`src/rtl/sipo_frame_ctrl.sv`:
```
// Framed serial receiver: start bit (1), WIDTH data bits LSB-first, stop bit (0),
// with the assembled word handed off over a valid/ready handshake.
module sipo_frame_ctrl #(
  parameter int WIDTH = 4
) (
  input  logic             clk,
  input  logic             rst,
  input  logic             sin,
  output logic [WIDTH-1:0] pout,
  output logic             pvalid,
  input  logic             pready,
  output logic             busy,
  output logic             frame_err,
  output logic             overrun
);

  localparam int CNT_W = (WIDTH > 2) ? $clog2(WIDTH) : 1;

  typedef enum logic [1:0] {
    IDLE  = 2'd0,
    SHIFT = 2'd1,
    STOP  = 2'd2
  } state_t;

  state_t           r_state;
  logic [CNT_W-1:0] r_cnt;
  logic [WIDTH-1:0] r_sr;
  logic [WIDTH-1:0] r_pout;
  logic             r_pvalid;
  logic             r_busy;
  logic             r_frame_err;
  logic             r_overrun;

  always_ff @(posedge clk) begin
    if (rst) begin
      r_state     <= IDLE;
      r_cnt       <= '0;
      r_sr        <= '0;
      r_pout      <= '0;
      r_pvalid    <= 1'b0;
      r_busy      <= 1'b0;
      r_frame_err <= 1'b0;
      r_overrun   <= 1'b0;
    end else begin
      r_frame_err <= 1'b0;
      r_overrun   <= 1'b0;
      // A consume may be overridden below by a same-edge load in STOP.
      if (r_pvalid && pready)
        r_pvalid <= 1'b0;
      case (r_state)
        IDLE: begin
          if (sin) begin
            r_state <= SHIFT;
            r_cnt   <= '0;
            r_busy  <= 1'b1;
          end
        end
        SHIFT: begin
          r_sr  <= {sin, r_sr[WIDTH-1:1]};
          r_cnt <= r_cnt + 1'b1;
          if (r_cnt == CNT_W'(WIDTH - 1))
            r_state <= STOP;
        end
        STOP: begin
          r_state <= IDLE;
          r_busy  <= 1'b0;
          if (sin) begin
            r_frame_err <= 1'b1;
          end else if (!r_pvalid || pready) begin
            r_pout   <= r_sr;
            r_pvalid <= 1'b1;
          end else begin
            r_overrun <= 1'b1;
          end
        end
        default: begin
          r_state <= IDLE;
          r_busy  <= 1'b0;
        end
      endcase
    end
  end

  assign pout      = r_pout;
  assign pvalid    = r_pvalid;
  assign busy      = r_busy;
  assign frame_err = r_frame_err;
  assign overrun   = r_overrun;

endmodule
```
`config.mk`:
```
export PLATFORM = sky130hd
export DESIGN_NAME = sipo_frame_ctrl
export DESIGN_NICKNAME = d
export VERILOG_FILES = /design/src/rtl/sipo_frame_ctrl.sv
export SDC_FILE = /design/constraint.sdc
export NUM_CORES = 1
export LEC_CHECK = 0
export ABC_CLOCK_PERIOD_IN_PS = 1700
export CORE_UTILIZATION = 35
export CTS_BUF_LIST = sky130_fd_sc_hd__clkbuf_4 sky130_fd_sc_hd__clkbuf_8
export CTS_CLUSTER_DIAMETER = 40
export DETAILED_ROUTE_END_ITERATION = 10
export PLACE_DENSITY_LB_ADDON = 0.08
export SYNTH_ARGS = -nofsm -noshare
export SYNTH_HDL_FRONTEND = slang
export SYNTH_SLANG_ARGS = --single-unit
export TNS_END_PERCENT = 100
```
`constraint.sdc`:
```
create_clock -name clk -period 1.7 [get_ports clk]
set_input_delay 0.425 -clock clk [delete_from_list [all_inputs] [get_ports clk]]
set_output_delay 0.425 -clock clk [all_outputs]
set_load 0.02 [all_outputs]
```
======== After elaboration in Yosys (flattened, before gate mapping) ========
Cells that the tools add are included.
word-level totals
  output and inout bits ................... 8
  register bits after elaboration ......... 16
  logic and storage cells ................. 41
cells by class
  bitwise gates (word level) .............. 3
  equal/unequal tests ..................... 5
  reductions and logical operators ........ 11
  mux-type cells .......................... 13
  $add $sub $neg .......................... 1
operators by type and width
  cell                                                                    number
  2-bit case mux with 2 select lines                                      2
  1-bit two-way mux                                                       7
  2-bit two-way mux                                                       3
  2-bit AND reduction                                                     3
  2-bit equality test (second input constant)                             2
  2-bit inequality test (second input constant)                           2
  1-bit inverter                                                          3
  3-bit AND reduction                                                     1
  3-bit OR reduction                                                      1
  2-bit by 1-bit adder with 2-bit output (second input constant)          1
  2-bit by 1-bit equality test with 1-bit output (second input constant)  1
  2-bit zero test                                                         1
  1-bit case mux with 2 select lines                                      1
  2-bit nonzero test                                                      1
  2-bit OR reduction                                                      1
  1-bit logical AND                                                       1
  1-bit zero test                                                         1
  1-bit logical OR                                                        1

======== Depth between registers and ports, before layout ========
  depth after elaboration ................. 5
  mapped depth ............................ 4
  gate-level depth less buffers ........... 3

======== Worst setup path after synthesis ========
Ideal clock, no wire load.
  path kind ............................... input to register
  start point ............................. in pready
  end point ............................... reg r_pout[0], in the netlist pout[0]
  buffers on the path ..................... 1
  slack ................................... 0.601 ns
  stages .................................. 4
  data arrival time ....................... 0.980 ns
  library setup time ...................... 0.118 ns
  cells stage by stage .................... nand2b_1 -> and3_1 -> buf_6 -> mux2i_1
on the way
  cells in the longest elaborated chain, start to end .. 2
ends and longest elaborated chain
  element                        line  text
  start: declaration             11    input logic pready,
  1-bit logical OR               69    end else if (!r_pvalid || pready) begin
  3-bit AND reduction (no line)  -
  end signal: assignment         70    r_pout <= r_sr;
  end: declaration               28    logic [WIDTH-1:0] r_pout;
No other way between the ends.
A chain may end at the register's enable or synchronous reset.

======== Final worst setup path ========
  start point ............................. reg r_pout[1], in the netlist pout[1]
  end point ............................... out pout[1]
RTL lines
  element           line  text
  end: declaration  9     output logic [WIDTH-1:0] pout,
No word-level cell between the ends.

==> flow_summary.json <==
{
  "finalSetupViolations": 0,
  "grt_pass1_wl_mm": 1.85,
  "cp.required_ns": 1.27,
  "post_cts_buffers": 0,
  "die_area_um2": 1920,
  "p_int_w": 0.000495,
  "cts_tree": "yes",
  "grt_max_degree": 10,
  "cp-end-kind": "output port",
  "final_core_util": 0.492,
  "clock_skew_ns": 0.00304,
  "synth_seq_cells": 16,
  "htree_levels": 1,
  "cts_buffers": 3,
  "num_vias": 463,
  "max_slew_margin": 0.795,
  "clockPowerShare": 0.306,
  "synth_area_leader_cell": "dfxtp_1",
  "hold_class": "flip-flop to flip-flop",
  "first_pass_iters": 4,
  "powerDensity_nw_per_um2": 827,
  "port_buffers": 11,
  "syn_area_um2": 613,
  "ctsHoldBuffers": 0,
  "synth_cell_types": 21,
  "p_leak_nw": 0.276,
  "ios": 12,
  "power_frac_seq": 0.610,
  "dpl-instance-area_um2": 753,
  "clkLatencyLatePin_ns": 0.29,
  "cp_top_family": "buffers and inverters",
  "synth_area_leaders": "dfxtp_1 (52%), nand2b_1 (9.2%), mux2i_1 (6.5%)",
  "ant_nets": 0,
  "core_um2": 1580,
  "slowest_delay_ns": 0.60,
  "max_freq_ghz": 0.604,
  "cts.sinks": 16,
  "slew_viol_final": 0,
  "syn_area_per_cell_um2": 9.58,
  "wl_per_cell_um": 11.5,
  "mostFrequentLayoutCells": "dfxtp_1 (16), clkdlybuf4s50_1 (11), nand2_1 (10), nand2b_1 (9), a21oi_1 (7)",
  "synth_top_area_frac": 0.522,
  "status": "finished clean",
  "fillers": 152,
  "drive_above_1_share": 0.127,
  "gp_congestion": 0.720,
  "crit_cells": 1,
  "hpwlAfterDp_um": 850,
  "comb_power_share": 0.084,
  "grt_usage": 0.140,
  "vias_per_cell": 4.87,
  "final_common_cell": "dfxtp_1",
  "timing.final.crit_share": 0.975,
  "initial_utilization": 0.389,
  "drt-total-wl_mm": 1.10,
  "whs_ns": 0.470,
  "antenna_found_initial": 0,
  "peakVddDrop_v": 0.000436,
  "grt_pass1_vias": 427,
  "cts_buffer_depth": 2,
  "critPathArrivalTime_ns": 1.23,
  "netSwitchingFraction": 0.229,
  "critical-path-slowest-cell": "clkdlybuf4s50_1",
  "syn_to_final_growth_pct": 26.5,
  "min_path_cells": 2,
  "yosys_warnings": 0,
  "path_buf_inv": 1,
  "synth_nets": 69,
  "drc": 0,
  "drtIter0Drc": 4,
  "cts_root_buffer": "clkbuf_4",
  "synth-seq-area-share": 0.522,
  "clk_pin_slew_ns": 0.09,
  "path_cells": "clkdlybuf4s50_1",
  "syn_inst": 64,
  "tightest_slew_ns": 0.300,
  "rsz0062_at_grt": "no",
  "startpoint_type": "flip-flop",
  "fin_tns_setup_ns": 0,
  "cts.repair.resized": 0,
  "ff2ff_path_depth": 3,
  "antenna_cells": 0,
  "period_needed_ns": 1.66,
  "dieHeight_um": 43.9,
  "rows": 14,
  "multiInputGateArea_um2": 269,
  "worstSetupPathType": "flip-flop to output port",
  "stdcell_area_um2": 776,
  "die_x_um": 43.9,
  "max-cap-violations": 0,
  "grt-ovfl-total": 0,
  "finalHoldViolations": 0,
  "register_area_um2": 320,
  "final_nets": 86,
  "p_switching_w": 0.000147,
  "worstPathMaxFanout": 2
}
[layer usage]
layer | GRT usage | part of all wire
met5 | 0 | 0
met4 | 0.127 | 0.037
met3 | 0.0375 | 0.030
met2 | 0.197 | 0.43
met1 | 0.172 | 0.50
[layout make-up]
cell class / count / share of cell area
clock buffer: 3 / 0.0290
inverter: 1 / 0.00484
multi-input combinational: 44 / 0.347
sequential: 16 / 0.413
tap: 16 / 0.0258
timing repair buffer: 15 / 0.181
[power groups by stage]
stage / Clock, W / Sequential, W / Combinational (W)
5_1_grt: 0.000216 / 0.000393 / 0.0000589
3_3_place_gp: 0 / 0.000400 / 0.0000539
2_1_floorplan: 0 / 0.000401 / 0.0000287
3_5_place_dp: 0 / 0.000400 / 0.0000538
4_1_cts: 0.000204 / 0.000391 / 0.0000541
6_report: 0.000196 / 0.000391 / 0.0000538
[cell families after synthesis]
kind of cell    share of synthesized area
compound gates                     0.0918
fa+ha+maj                          0.0204
buf+inv                            0.0388
flops                               0.522
mux                                0.0653
simple gates                        0.261
[state kept, by name, summed over array words and instances, names as in the netlist]
register / flops
frame_err: 1
r_cnt: 2
r_sr: 4
pvalid: 1
overrun: 1
busy: 1
r_state: 2
pout: 4
[final timing paths]
kind / to / from / slack (ns)
max: pout[1] / pout[1] / 0.04
min: r_sr[0] / r_sr[0] / 0.47
max reg2reg: pout[1] / r_state[0] / 0.56
min reg2reg: r_sr[0] / r_sr[0] / 0.47
[stage by stage]
stage	power [W]	worst slack [ns]	std cells
6_report	0.000641	0.0431	95
5_1_grt	0.000668	0.00155	95
4_1_cts	0.000649	0.0285	95
3_5_place_dp	0.000454	0.0316	92
3_3_place_gp	0.000454	0.0612	92
2_1_floorplan	0.000429	0.601	64
[synth_stat cells, drive strengths merged]
master and instances:
dfxtp 16, nand2 10, nand2b 9, a21oi 7, mux2i 4, nor2 3
buf 2, nor3 2, a2111oi 1, a211oi 1, and2b 1, and3 1
and4bb 1, clkbuf 1, ha 1, inv 1, nor3b 1, o21ai 1
or2b 1
No activity file was read; power rests on OpenSTA's default activity.
